--- config.mk ---
export PLATFORM = sky130hd
export DESIGN_NAME = tlb_array
export DESIGN_NICKNAME = d
export VERILOG_FILES = /design/src/rtl/tlb_array.sv
export SDC_FILE = /design/constraint.sdc
export NUM_CORES = 2
export LEC_CHECK = 0
export BUFFER_PORTS_ARGS = -buffer_cell sky130_fd_sc_hd__buf_4
export CORE_ASPECT_RATIO = 2
export CORE_UTILIZATION = 30
export CTS_BUF_LIST = sky130_fd_sc_hd__clkbuf_2
export CTS_CLUSTER_SIZE = 25
export DETAILED_ROUTE_END_ITERATION = 16
export PLACE_DENSITY = 0.48
export SYNTH_ARGS = -nofsm -noshare
export SYNTH_HDL_FRONTEND = slang
export SYNTH_SLANG_ARGS = --single-unit
--- constraint.sdc ---
create_clock -name clk -period 10.81 [get_ports clk]
set_clock_uncertainty 0.05 [all_clocks]
set_input_delay 1.081 -clock clk [delete_from_list [all_inputs] [get_ports clk]]
set_output_delay 1.081 -clock clk [all_outputs]
set_load 0.05 [all_outputs]
--- src/rtl/tlb_array.sv ---
// 16-entry fully associative MIPS32 joint TLB: TLBWI write, TLBR read, TLBP probe, two lookup ports.
// Optional macro TLB_FLUSH_EN adds a flush input that clears every entry's valid bits.
module tlb_array #(
  parameter int unsigned TLBNUM = 16
) (
  input  logic        clk,
  input  logic        resetn,
`ifdef TLB_FLUSH_EN
  input  logic        flush,
`endif
  input  logic        we,
  input  logic [3:0]  w_index,
  input  logic [18:0] w_vpn2,
  input  logic [7:0]  w_asid,
  input  logic        w_g,
  input  logic [19:0] w_pfn0,
  input  logic [2:0]  w_c0,
  input  logic        w_d0,
  input  logic        w_v0,
  input  logic [19:0] w_pfn1,
  input  logic [2:0]  w_c1,
  input  logic        w_d1,
  input  logic        w_v1,
  input  logic        r_req,
  input  logic [3:0]  r_index,
  output logic        r_valid,
  output logic [18:0] r_vpn2,
  output logic [7:0]  r_asid,
  output logic        r_g,
  output logic [19:0] r_pfn0,
  output logic [2:0]  r_c0,
  output logic        r_d0,
  output logic        r_v0,
  output logic [19:0] r_pfn1,
  output logic [2:0]  r_c1,
  output logic        r_d1,
  output logic        r_v1,
  input  logic        p_req,
  input  logic [18:0] p_vpn2,
  input  logic [7:0]  p_asid,
  output logic        p_valid,
  output logic        p_found,
  output logic [3:0]  p_index,
  input  logic        s0_req,
  input  logic [18:0] s0_vpn2,
  input  logic        s0_odd,
  input  logic [7:0]  s0_asid,
  output logic        s0_valid,
  output logic        s0_found,
  output logic [19:0] s0_pfn,
  output logic [2:0]  s0_c,
  output logic        s0_d,
  output logic        s0_v,
  output logic        s0_refill,
  output logic        s0_invalid,
  input  logic        s1_req,
  input  logic [18:0] s1_vpn2,
  input  logic        s1_odd,
  input  logic [7:0]  s1_asid,
  input  logic        s1_store,
  output logic        s1_valid,
  output logic        s1_found,
  output logic [19:0] s1_pfn,
  output logic [2:0]  s1_c,
  output logic        s1_d,
  output logic        s1_v,
  output logic        s1_refill,
  output logic        s1_invalid,
  output logic        s1_modified
);

  localparam int unsigned IDXW  = $clog2(TLBNUM);
  localparam int unsigned VPNW  = 19;
  localparam int unsigned ASIDW = 8;
  localparam int unsigned PFNW  = 20;
  localparam int unsigned CW    = 3;

  typedef struct packed {
    logic [VPNW-1:0]  vpn2;
    logic [ASIDW-1:0] asid;
    logic             g;
    logic [PFNW-1:0]  pfn0;
    logic [CW-1:0]    c0;
    logic             d0;
    logic             v0;
    logic [PFNW-1:0]  pfn1;
    logic [CW-1:0]    c1;
    logic             d1;
    logic             v1;
  } entry_t;

  typedef struct packed {
    logic            found;
    logic [IDXW-1:0] idx;
  } hit_t;

  typedef struct packed {
    logic            found;
    logic [PFNW-1:0] pfn;
    logic [CW-1:0]   c;
    logic            d;
    logic            v;
    logic            refill;
    logic            invalid;
  } lk_t;

  entry_t tlb_q [TLBNUM];

  entry_t r_q;
  hit_t   p_q;
  lk_t    s0_q, s1_q;
  logic   r_valid_q, p_valid_q, s0_valid_q, s1_valid_q, s1_mod_q;

  hit_t   p_hit_c;
  lk_t    s0_lk_c, s1_lk_c;
  logic   s1_mod_c;

  // Associative match; scanning downward lets the lowest matching index win.
  function automatic hit_t match_f(input logic [VPNW-1:0] vpn2, input logic [ASIDW-1:0] asid);
    hit_t h;
    h = '0;
    for (int i = int'(TLBNUM) - 1; i >= 0; i--) begin
      if (tlb_q[i].vpn2 == vpn2 && (tlb_q[i].g || tlb_q[i].asid == asid)) begin
        h.found = 1'b1;
        h.idx   = IDXW'(i);
      end
    end
    return h;
  endfunction

  function automatic lk_t lookup_f(input logic [VPNW-1:0] vpn2, input logic odd,
                                   input logic [ASIDW-1:0] asid);
    hit_t   h;
    entry_t e;
    lk_t    r;
    h = match_f(vpn2, asid);
    e = tlb_q[h.idx];
    r = '0;
    if (h.found) begin
      r.found = 1'b1;
      if (odd) {r.pfn, r.c, r.d, r.v} = {e.pfn1, e.c1, e.d1, e.v1};
      else     {r.pfn, r.c, r.d, r.v} = {e.pfn0, e.c0, e.d0, e.v0};
      r.invalid = ~r.v;
    end else begin
      r.refill = 1'b1;
    end
    return r;
  endfunction

  always_comb begin
    p_hit_c  = match_f(p_vpn2, p_asid);
    s0_lk_c  = lookup_f(s0_vpn2, s0_odd, s0_asid);
    s1_lk_c  = lookup_f(s1_vpn2, s1_odd, s1_asid);
    s1_mod_c = s1_lk_c.found & s1_lk_c.v & ~s1_lk_c.d & s1_store;
  end

  // Entry storage; reset only invalidates, a flush overrides a same-edge write's valid bits.
  always_ff @(posedge clk) begin
    if (!resetn) begin
      for (int i = 0; i < int'(TLBNUM); i++) begin
        tlb_q[i].v0 <= 1'b0;
        tlb_q[i].v1 <= 1'b0;
        tlb_q[i].g  <= 1'b0;
      end
    end else begin
      if (we) begin
        tlb_q[w_index] <= {w_vpn2, w_asid, w_g, w_pfn0, w_c0, w_d0, w_v0,
                           w_pfn1, w_c1, w_d1, w_v1};
      end
`ifdef TLB_FLUSH_EN
      if (flush) begin
        for (int i = 0; i < int'(TLBNUM); i++) begin
          tlb_q[i].v0 <= 1'b0;
          tlb_q[i].v1 <= 1'b0;
        end
      end
`endif
    end
  end

  // Response registers: strobes pulse for one cycle, data holds until the next request.
  always_ff @(posedge clk) begin
    if (!resetn) begin
      r_valid_q  <= 1'b0;
      p_valid_q  <= 1'b0;
      s0_valid_q <= 1'b0;
      s1_valid_q <= 1'b0;
      r_q        <= '0;
      p_q        <= '0;
      s0_q       <= '0;
      s1_q       <= '0;
      s1_mod_q   <= 1'b0;
    end else begin
      r_valid_q  <= r_req;
      p_valid_q  <= p_req;
      s0_valid_q <= s0_req;
      s1_valid_q <= s1_req;
      if (r_req)  r_q  <= tlb_q[r_index];
      if (p_req)  p_q  <= p_hit_c;
      if (s0_req) s0_q <= s0_lk_c;
      if (s1_req) begin
        s1_q     <= s1_lk_c;
        s1_mod_q <= s1_mod_c;
      end
    end
  end

  assign r_valid = r_valid_q;
  assign {r_vpn2, r_asid, r_g, r_pfn0, r_c0, r_d0, r_v0, r_pfn1, r_c1, r_d1, r_v1} = r_q;

  assign p_valid = p_valid_q;
  assign p_found = p_q.found;
  assign p_index = p_q.idx;

  assign s0_valid   = s0_valid_q;
  assign s0_found   = s0_q.found;
  assign s0_pfn     = s0_q.pfn;
  assign s0_c       = s0_q.c;
  assign s0_d       = s0_q.d;
  assign s0_v       = s0_q.v;
  assign s0_refill  = s0_q.refill;
  assign s0_invalid = s0_q.invalid;

  assign s1_valid    = s1_valid_q;
  assign s1_found    = s1_q.found;
  assign s1_pfn      = s1_q.pfn;
  assign s1_c        = s1_q.c;
  assign s1_d        = s1_q.d;
  assign s1_v        = s1_q.v;
  assign s1_refill   = s1_q.refill;
  assign s1_invalid  = s1_q.invalid;
  assign s1_modified = s1_mod_q;

endmodule

==> impl_metrics.yaml <==
final_layout:
  fin_cells: 10571
  layout-drive-gt1-share: 0.238
  final_nets: 6871
  design_area_mm2: 0.0937
  area_growth_syn_to_layout_pct: 13.8
grt:
  grt_max_degree: 122
  grt_pass1_vias: 63034
  grt-ovfl-total: 0
  grt_usage: 0.311
  grt_pass1_wl_um: 576000
  antenna_found_initial: 79
worst_setup_path:
  critical-path-top-delay-family: "compound AO/OA/AOI/OAI gates"
  critical_path_depth: 13
  path_cells: "xor2_1, nor4_1, nand4_1, nor3_1, nor4_2, a21boi_4, buf_4, a21o_4, buf_4, a2111oi_0, a2111oi_1, a32oi_1, nand4_1"
  r2r_cells: 13
  crit_arrival_ns: 9.28
  cp-startpoint: "tlb_q[2][59]$_DFFE_PP_"
  crit_type: "reg -> reg"
  slowest_delay_ns: 1.27
  rr_startpoint: "tlb_q[2][59]$_DFFE_PP_"
  crit_path_end_kind: "flip-flop"
  slowest_stage: "xor2_1"
  cp-start-kind: "flip-flop"
  required_ns: 12.57
  cp_max_fo: 55
  path_buf_inv: 2
floorplanning:
  num_rows: 271
  core_mm2: 0.273
  die_area_mm2: 0.277
  fp.dieW_um: 373
  start_util: 0.302
  die_y_um: 743
  ios: 321
cts:
  cts_sinks: 1392
  ctsHtreeMaxLevel: 5
  cts-buffers-inserted: 344
  cts_tree: "done"
  ctsHoldBuffers: 167
  cts_root_buf: "clkbuf_2"
  clkLatencyLatePin_ns: 1.97
  cts_resized: 0
  clkTransAtPathRegs_ns: 0.12
  post_cts_buffers: 0
  clockBufferDepth: 4
placed_design:
  finalWeightedCongestion: 1.04
  placed_area_mm2: 0.0879
  place_ws_ns: 3.13
  place_inst: 9709
  io_buffers: 320
  hpwl_um: 284000
power_and_ir_drop:
  power.density_mw_per_mm2: 123
  leakagePower_nw: 30.5
  irDropWorstVdd_mv: 0.0793
route:
  num_vias: 63517
  routed_wl_um: 429000
  drtPass1Iterations: 8
  drc: 0
  drt_iter0_drc: 6312
  routedWlPerCell_um: 40.6
  drt.antenna.violating_nets: 0
  vias_per_cell: 6.01
sta:
  slew_violations: 6
  setup_viol: 0
  setup_tns_ns: 0
  fmax_mhz: 133
  period_minus_slack_ns: 7.52
  max_slew_margin: -0.0710
  worst_pin_slew_ns: 1.59
  setup_ws_ns: 3.29
  hold_viol_final: 0
  grt_setup_unrepaired: "false"
  final.period_utilization: 0.695
synthesis:
  ys_ff_latch: 1392
  syn_area_mm2: 0.0824
  yosys.cell_types.count: 84
  yosysSeqAreaShare: 0.484
  yosys-top-cells-area: "edfxtp_1 44%, mux4_2 13%, xor2_1 12%, mux2i_1 6.6%, dfxtp_1 4.7%"
  netlist_instances: 6235
  synth_nets: 6412
  syn_avg_cell_area_um2: 13.2
  synthArstFlopShare: 0
  yosysTopAreaCell: "edfxtp_1"
  yosysTopAreaCellShare: 0.437
  synth_edf_count: 1200
  synth_ff_type: "edfxtp_1"
  yosysWarnings: 0
outcome:
  violations: "capacitance limit, slew limit"
  status: "finished, violations left"
job:
  drv_cap: 4
min_path:
  hold_class: "in -> reg"
  hold_path_startpoint: "w_pfn1[6]"
  hold_path_depth: 2
flip-flops by register name, summed over array words and instances, names as in the netlist, 3 cells and up:
name	cells
r_pfn1	20
p_index	4
r_vpn2	19
s1_pfn	20
s0_c	3
s0_pfn	20
tlb_q	1248
r_asid	8
s1_c	3
r_c0	3
r_pfn0	20
r_c1	3
power breakdown:
part           total [W]  internal [W]  switching [W]
logic            0.00141      0.000484       0.000923
clock network    0.00410       0.00163        0.00247
registers        0.00600       0.00591      0.0000953
total             0.0115       0.00802        0.00349
metal layers:
metal  wire length, µm  share of wire  global-route usage
met5               237        0.00055                   0
met4             41100          0.096               0.250
met3             31200          0.073               0.102
met2            219000           0.51               0.536
met1            137000           0.32               0.301
layout make-up:
| type | instances | area [µm²] |
|---|---|---|
| Antenna cell | 53 | 133 |
| Fill cell | 26995 | 179000 |
| Timing Repair Buffer | 632 | 5470 |
| Inverter | 80 | 300 |
| Tap cell | 3549 | 4440 |
| Multi-Input combinational cell | 4244 | 40000 |
| Sequential cell | 1392 | 39900 |
| Clock inverter | 148 | 1080 |
| Clock buffer | 473 | 2370 |
kinds of logic (layout without fill, tap and decap cells):
family / count (synthesis) / count (layout) / share of synthesized area
mux: 1097 / 1097 / 0.205
flops: 1392 / 1392 / 0.484
simple gates: 1069 / 1069 / 0.0682
other cells: 0 / 53 / 0
buf+inv: 599 / 1333 / 0.0366
compound gates: 782 / 782 / 0.0685
xor+xnor: 1296 / 1296 / 0.138
cell usage in the layout (no fill, tap or decap), types with 26 or more instances in the layout:
| cell | instances |
|---|---|
| edfxtp_1 | 1200 |
| xor2_1 | 1122 |
| mux2i_1 | 540 |
| clkbuf_2 | 473 |
| mux4_2 | 461 |
| buf_4 | 433 |
| nand2_1 | 350 |
| nor4_1 | 261 |
| dfxtp_1 | 192 |
| dlygate4sd3_1 | 167 |
| xnor2_1 | 162 |
| a211oi_1 | 150 |
| nand3_1 | 105 |
| a21oi_1 | 103 |
| o211ai_1 | 94 |
| a22oi_1 | 93 |
| mux2_2 | 93 |
| o21ai_0 | 91 |
| clkinv_1 | 91 |
| nor2b_1 | 86 |
| nand4_1 | 82 |
| inv_1 | 79 |
| a32oi_1 | 76 |
| diode_2 | 53 |
| a2111oi_0 | 49 |
| nor2_1 | 31 |
| clkinv_2 | 28 |
| nor4_2 | 27 |
| nor3_1 | 26 |
final timing paths:
check                                          endpoint  slack (ns)
worst max-delay path             s0_pfn[4]$_SDFFE_PN0P_        3.29
worst min-delay path            tlb_q[14][11]$_DFFE_PP_        0.09
worst max register to register   s0_pfn[4]$_SDFFE_PN0P_        3.29
worst min register to register  p_index[1]$_SDFFE_PN0P_        0.43
cells in the mapped netlist, drive strengths merged (52+ instances only):
| library cell | n |
|---|---|
| a211oi | 150 |
| a21oi | 109 |
| a22oi | 93 |
| a32oi | 76 |
| buf | 300 |
| clkbuf | 219 |
| dfxtp | 192 |
| edfxtp | 1200 |
| inv | 79 |
| mux2 | 96 |
| mux2i | 540 |
| mux4 | 461 |
| nand2 | 352 |
| nand3 | 105 |
| nand4 | 82 |
| nor2 | 52 |
| nor2b | 88 |
| nor4 | 291 |
| o211ai | 94 |
| o21ai | 93 |
| xnor2 | 167 |
| xor2 | 1129 |
through the flow:
| step | power (W) | hold WS, ns | utilization |
|---|---|---|---|
| floorplan | 0.00684 | 0.404 | - |
| global placement | 0.00741 | 0.419 | 0.322 |
| detailed placement | 0.00741 | 0.423 | 0.322 |
| CTS | 0.0116 | 0.000990 | 0.341 |
| global route | 0.0119 | 0.0445 | 0.343 |
| finish | 0.0115 | 0.0870 | 0.344 |
Power figures use the tool's default switching activity.
